--- src/rtl/turn_ctrl.sv ---
// Turn sequencer for the two-board throwing game: owns the ready/flag/power link,
// synchronises the remote side and walks each throw through a fixed flight window.
module turn_ctrl #(
  parameter int POWER_W      = 5,
  parameter int SYNC_STAGES  = 2,
  parameter int THROW_FRAMES = 120
) (
  input  logic               clk,
  input  logic               rst_n,
  input  logic               local_is_p1,
  input  logic               local_ready,
  input  logic               local_throw,
  input  logic [POWER_W-1:0] local_power,
  input  logic               frame_tick,
  input  logic               game_over,
  input  logic               in_ready,
  input  logic               in_throw_flag,
  input  logic [POWER_W-1:0] in_power,
  output logic               out_ready,
  output logic               out_throw_flag,
  output logic [POWER_W-1:0] out_power,
  output logic               my_turn,
  output logic               throw_active,
  output logic               throw_local,
  output logic [POWER_W-1:0] throw_power,
  output logic               anim_start
);

  localparam int CNT_W  = $clog2(THROW_FRAMES + 1);
  localparam int LINK_W = POWER_W + 2;

  typedef enum logic [2:0] {
    IDLE, LOCAL_TURN, LOCAL_ARM, LOCAL_FLIGHT, REMOTE_TURN, REMOTE_FLIGHT
  } state_t;

  state_t             state_q, state_d;
  logic [LINK_W-1:0]  sync_q [SYNC_STAGES];
  logic               flag_prev_q;
  logic               ready_q, ready_d;
  logic               flag_q, flag_d;
  logic               anim_q, anim_d;
  logic [CNT_W-1:0]   cnt_q, cnt_d;
  logic [POWER_W-1:0] opow_q, opow_d;
  logic [POWER_W-1:0] tpow_q, tpow_d;

  logic               rin_ready, rin_flag, rin_rise, last_tick;
  logic [POWER_W-1:0] rin_power;

  // Each link bit gets its own flop chain; the bundle is only a packing convenience.
  assign rin_ready = sync_q[SYNC_STAGES-1][LINK_W-1];
  assign rin_flag  = sync_q[SYNC_STAGES-1][POWER_W];
  assign rin_power = sync_q[SYNC_STAGES-1][POWER_W-1:0];
  assign rin_rise  = rin_flag & ~flag_prev_q;
  assign last_tick = frame_tick && (cnt_q == CNT_W'(THROW_FRAMES - 1));

  always_ff @(posedge clk or negedge rst_n) begin
    if (!rst_n) begin
      for (int i = 0; i < SYNC_STAGES; i++) sync_q[i] <= '0;
      flag_prev_q <= 1'b0;
      state_q     <= IDLE;
      ready_q     <= 1'b0;
      flag_q      <= 1'b0;
      anim_q      <= 1'b0;
      cnt_q       <= '0;
      opow_q      <= '0;
      tpow_q      <= '0;
    end else begin
      sync_q[0] <= {in_ready, in_throw_flag, in_power};
      for (int i = 1; i < SYNC_STAGES; i++) sync_q[i] <= sync_q[i-1];
      flag_prev_q <= rin_flag;
      state_q     <= state_d;
      ready_q     <= ready_d;
      flag_q      <= flag_d;
      anim_q      <= anim_d;
      cnt_q       <= cnt_d;
      opow_q      <= opow_d;
      tpow_q      <= tpow_d;
    end
  end

  always_comb begin
    state_d = state_q;
    ready_d = ready_q;
    flag_d  = flag_q;
    anim_d  = 1'b0;
    cnt_d   = cnt_q;
    opow_d  = opow_q;
    tpow_d  = tpow_q;

    if (state_q == IDLE && local_ready) ready_d = 1'b1;

    // Abort paths outrank every normal transition; throw_power survives for the display.
    if (game_over || (state_q != IDLE && !rin_ready)) begin
      state_d = IDLE;
      ready_d = 1'b0;
      flag_d  = 1'b0;
      cnt_d   = '0;
    end else begin
      case (state_q)
        IDLE: begin
          if (ready_q && rin_ready) state_d = local_is_p1 ? LOCAL_TURN : REMOTE_TURN;
        end
        LOCAL_TURN: begin
          if (local_throw && local_power != '0) begin
            opow_d  = local_power;
            tpow_d  = local_power;
            state_d = LOCAL_ARM;
          end
        end
        LOCAL_ARM: begin
          flag_d  = 1'b1;
          anim_d  = 1'b1;
          cnt_d   = '0;
          state_d = LOCAL_FLIGHT;
        end
        LOCAL_FLIGHT: begin
          if (frame_tick) begin
            cnt_d = cnt_q + CNT_W'(1);
            if (last_tick) begin
              flag_d  = 1'b0;
              state_d = REMOTE_TURN;
            end
          end
        end
        REMOTE_TURN: begin
          if (rin_rise) begin
            tpow_d  = rin_power;
            anim_d  = 1'b1;
            cnt_d   = '0;
            state_d = REMOTE_FLIGHT;
          end
        end
        REMOTE_FLIGHT: begin
          if (frame_tick) begin
            cnt_d = cnt_q + CNT_W'(1);
            if (last_tick) state_d = LOCAL_TURN;
          end
        end
        default: state_d = IDLE;
      endcase
    end
  end

  assign out_ready      = ready_q;
  assign out_throw_flag = flag_q;
  assign out_power      = opow_q;
  assign throw_power    = tpow_q;
  assign anim_start     = anim_q;
  assign my_turn        = (state_q == LOCAL_TURN);
  assign throw_local    = (state_q == LOCAL_FLIGHT);
  assign throw_active   = (state_q == LOCAL_FLIGHT) || (state_q == REMOTE_FLIGHT);

endmodule

--- config.mk ---
export PLATFORM = sky130hd
export DESIGN_NAME = turn_ctrl
export DESIGN_NICKNAME = d
export VERILOG_FILES = /design/src/rtl/turn_ctrl.sv
export SDC_FILE = /design/constraint.sdc
export NUM_CORES = 1
export LEC_CHECK = 0
export BUFFER_PORTS_ARGS = -buffer_cell sky130_fd_sc_hd__buf_2
export CORE_MARGIN = 2
export CORE_UTILIZATION = 53
export CTS_CLUSTER_DIAMETER = 100
export CTS_CLUSTER_SIZE = 10
export DETAILED_ROUTE_END_ITERATION = 7
export PLACE_DENSITY_LB_ADDON = 0.05
export REMOVE_ABC_BUFFERS = 1
export SYNTH_ARGS = -nofsm -noshare
export SYNTH_HDL_FRONTEND = slang
export SYNTH_SLANG_ARGS = --single-unit
--- constraint.sdc ---
create_clock -name clk -period 2.2 [get_ports clk]
set_clock_uncertainty 0.2 [all_clocks]
set_input_delay 0.11 -clock clk [delete_from_list [all_inputs] [get_ports clk]]
set_output_delay 0.11 -clock clk [all_outputs]
set_load 0.02 [all_outputs]
# Word level (Yosys, flattened, before mapping)
# Cells that the tools add are included.
# totals
reg_bits,38
output_inout_bits,16
# classes
n_addsub,1
eq_ne,16
n_mux,26
n_bitwise,3
reduce_logical,21
# ops
cell,n
2-to-1 mux 3 bit,9
2-to-1 mux 7 bit,3
case mux 7 bit (3 select lines),1
case mux 3 bit (6 select lines),1
"!= test 3 x 1 -> 1 bit, second input constant",4
2-to-1 mux 5 bit,2
case mux 5 bit (2 select lines),1
"!= test 3 bit, second input constant",3
AND reduction 3 bit,3
"adder 7 x 1 -> 7 bit, second input constant",1
"equality test 7 bit, second input constant",1
2-to-1 mux 1 bit,7
AND reduction 7 bit,1
"equality test 3 x 2 -> 1 bit, second input constant",2
"equality test 3 bit, second input constant",2
nonzero test 3 bit,2
logical AND 1 bit,5
nonzero test 5 bit,1
case mux 1 bit (2 select lines),2
AND reduction 4 bit,1
nonzero test 2 bit,2
nonzero test 4 bit,1
"equality test 3 x 1 -> 1 bit, second input constant",1
zero test 3 bit,1
other kinds (8),10

# Depth between registers and ports, before layout
# logic_depth
word_depth,6
depth_mapped,7
ltp_nobuf,6

# Worst setup path after synthesis
# Ideal clock, no wire load.
# synth_timing
path_type,register to register
start,reg state_q[1]
end,reg tpow_q[0] (netlist: throw_power[0])
setup_time_ns,0.125
t_arrival_ns,1.803
t_required_ns,1.875
slack_ns,0.072
path_stages_with_launch,6
path_buffers,1
path_cell_list,dfrtp_1 > buf_2 > nor3_2 > o2111ai_4 > o21ai_4 > mux2_4
# synth_via
elab_cells_between_ends,11
# synth_rtl
element,line,source
from (decl),36,"state_t state_q, state_d;"
from (signal assigned),71,state_q <= state_d;
equality test 3 x 1 -> 1 bit *,n/a,
named net my_turn,22,"output logic my_turn,"
!= test 2 x 1 -> 1 bit (no line) / nonzero test 2 bit (equally long branches),n/a,
AND reduction 4 bit (no line),n/a,
to (signal assigned),77,tpow_q <= tpow_d;
to (decl),44,"logic [POWER_W-1:0] tpow_q, tpow_d;"
# The timed path passes the listed nets; every way through them passes the cells marked *.
# A chain may end at the register's enable or synchronous reset.

# Worst setup path after layout
# layout_timing
start,reg state_q[1]
end,reg ready_q (netlist: out_ready)
# layout_via
elab_chain_len,4
elab_cells_between_ends,7
# layout_lines
element,line,source
nonzero test 3 bit,93,if (game_over || (state_q != IDLE && !rin_ready)) begin
logical AND 1 bit,93,
logical OR 1 bit,93,
2-to-1 mux 1 bit / nonzero test 2 bit (equally long branches),n/a,
to (signal assigned),72,ready_q <= ready_d;
to (decl),39,"logic ready_q, ready_d;"
# Parallel ways exist; a longest one is shown, timed or not.

==> metrics <==
antenna viol nets, final=0; filler cell count=228; GR met1 Demand/Resource=28.3%; Buffers on Ports=34; post-DP HPWL=2480 um; Hold WC Path Type=in2reg; Adder-Cell Fraction of Synth Area=0.733%; CP top delay family=flip-flops; RR Startpoint=state_q[1]; slew of the pin with the lowest slew margin=0.819 ns; Initial Utilization=55.9%; CTS Root Cell=clkbuf_4; Tot GR Track Use=21.6%; CORE AREA=0.00305 sq mm; FMAX=467 MHz; Power per Cell Area=739 mW/mm^2; FP Rows=20; number of global-route vias before repair=1306; WP data arrival=2.17 ns; CP Capture Type=flop; Synth async-reset ratio=100%; crit-path cells=nor3_1, o21bai_2, nor2_1, dlygate4sd3_1; min Tclk post-route=2.14 ns; Ports=35; H-tree Lvls=2; fin util=74.6%; CTS buffer count=5; RSZ-0062 raised after global routing=true; compound-cell area share of the yosys netlist=14.9%; DRT Pass-1 Iters=4; CTS tree=yes; syn_area_per_cell=11.9 sq um; most common cell in the netlist=dfrtp_1; Buf/Inv on CP=1; met2 Use GR=35.0%; Hold Violations, Final=0; GPL Wtd Cong=0.860; Diodes inserted=0; main combinational cell family by area after synthesis=compound AO/OA/AOI/OAI gates; global-route wire length before repair=5780 um; Static Leak=0.00108 uW; area share of the largest cell type after synthesis=55.7%; DIE WIDTH=60.7 um; count of non-filler cells in the finished layout=251; Synth Flop Type=dfrtp_1; critical path startpoint category=flop; fin area=0.00228 sq mm; Final Setup Violations=0; Yosys warning total=0; register bit count reported by yosys=38; Layout area overhead=33.4%; Area after DPL=0.00197 sq mm; vias per inst=5.33; nets=226; sequential area share after synthesis=55.7%; share of cells above drive strength 1=36.2%; Synth Area in Simple Gates=14.5%; Post-Syn Area=0.00171 sq mm; Hold Slack=0.0432 ns; Post-Syn Instances=143; clock transition at the registers of the reported paths=0.12 ns; mux contribution to synthesized area=11.0%; maximum vdd drop=0.513 mV; Sink Count=38; met3 usage=5.76%; Critical Path RT=2.23 ns; grt ovf=0; worst-case clock buffer depth=2; Setup WS pre-CTS=0.108 ns; final cycle utilization of the critical path=97.3%; Critical path origin=state_q[1]; slowest stage cell, crit path=dfrtp_1; EDFF count, synth=0; Crit Path Max Fanout=11; largest net degree at the start of global routing=39; Slew HR=45.4%; top cell type by total area after synthesis=dfrtp_1; worst setup path class=reg2reg; DRC=0; Max-Cap Viols=0; hold_sp=local_throw; Routed WL=3580 um; die area=0.00369 sq mm; placed instance count=225; Synth cell types=40; DR iter-0 viols=102; post-synthesis xor/xnor area fraction=1.03%; Setup WS post-layout=0.0596 ns; Max stage delay on crit path=0.61 ns; top post-synthesis cells by area=dfrtp_1 (56%), mux2_2 (6.6%), mux2_4 (4.4%); antenna violations before repair=0; Avg WL per Cell=14.3 um; worst skew pair latency=0.34 ns; Max Slew Vio Count=0; die height=60.7 um; grt peak-use layer=met2; Post-synth top cells=dfrtp_1 (38), a21oi_1 (13), nand2_1 (12); Vias=1339; status=finished, final reports clean
[layout by cell type (no fill, tap or decap), types with 3 or more instances in the layout]
cell type	synthesis	layout
a21o_1	3	3
a21oi_1	13	13
buf_2	2	34
buf_4	1	8
clkbuf_4	0	5
dfrtp_1	38	38
dlygate4sd3_1	0	18
inv_1	4	4
mux2_2	10	10
mux2_4	5	5
nand2_1	12	12
nand2b_1	5	5
nor2_1	4	4
nor3_1	3	3
o21ai_0	7	7
or3_1	4	3
[per-layer routing]
| layer | part of all wire (%) | vias up |
|---|---|---|
| met5 | 0 | - |
| met4 | 1.1 | 0 |
| met3 | 6.1 | 6 |
| met2 | 48 | 54 |
| met1 | 45 | 631 |
| li1 | - | 648 |
[repair_timing]
action,CTS,global route
hold endpoints to repair,64,0
setup buffers,0,0
endpoints found under the setup margin,0,4
resized for setup,0,5
hold buffers,18,0
[metrics by stage]
step / setup TNS, ns / total power [uW]
finish: 0 / 1680
global route: -0.0372 / 1760
CTS: 0 / 1700
detailed placement: 0 / 1080
global placement: 0 / 1070
floorplan: -0.0573 / 966
[worst paths after layout]
kind | endpoint | slack (ns) | cells after the start
max | out_ready | 0.06 | 4
min | state_q[0] | 0.04 | 4
max reg2reg | out_ready | 0.06 | 4
min reg2reg | rin_power[3] | 0.16 | 0
max in group asynchronous | cnt_q[6] | 1.09 | 2
min in group asynchronous | out_power[1] | 0.19 | 2
[worst reg2reg max path, cell delays in order, from the launching register on]
cell	delay (ns)
dfrtp_1	0.61
nor3_1	0.13
o21bai_2	0.42
nor2_1	0.10
dlygate4sd3_1	0.57
[cell type report]
type	instances	area (sq um)	area share (%)
Sequential cell	38	951	41.8
Tap cell	44	55.1	2.42
Clock buffer	5	37.5	1.65
Inverter	4	15.0	0.659
Clock inverter	3	68.8	3.02
Multi-Input combinational cell	97	739	32.5
Timing Repair Buffer	60	410	18.0
[cell families after synthesis]
group	Yosys count
buffers and inverters	8
AOI/OAI and AO/OA	35
muxes	15
adders and majority gates	1
xor gates and xnor gates	2
DFF	38
and+or+nand+nor	44
[state kept, by name, summed over array words and instances (netlist names)]
| name | count |
|---|---|
| sync_q | 7 |
| cnt_q | 7 |
| anim_start | 1 |
| rin_flag | 1 |
| out_power | 5 |
| throw_power | 5 |
| state_q | 3 |
| rin_power | 5 |
| flag_prev_q | 1 |
| out_throw_flag | 1 |
| rin_ready | 1 |
| out_ready | 1 |
[report_power, final]
part           internal (uW)  switching [uW]  total (uW)
sequential               759            33.8         793
clock                    355             236         591
combinational            144             156         300
total                   1260             425        1680
(Power assumes the default switching activity.)
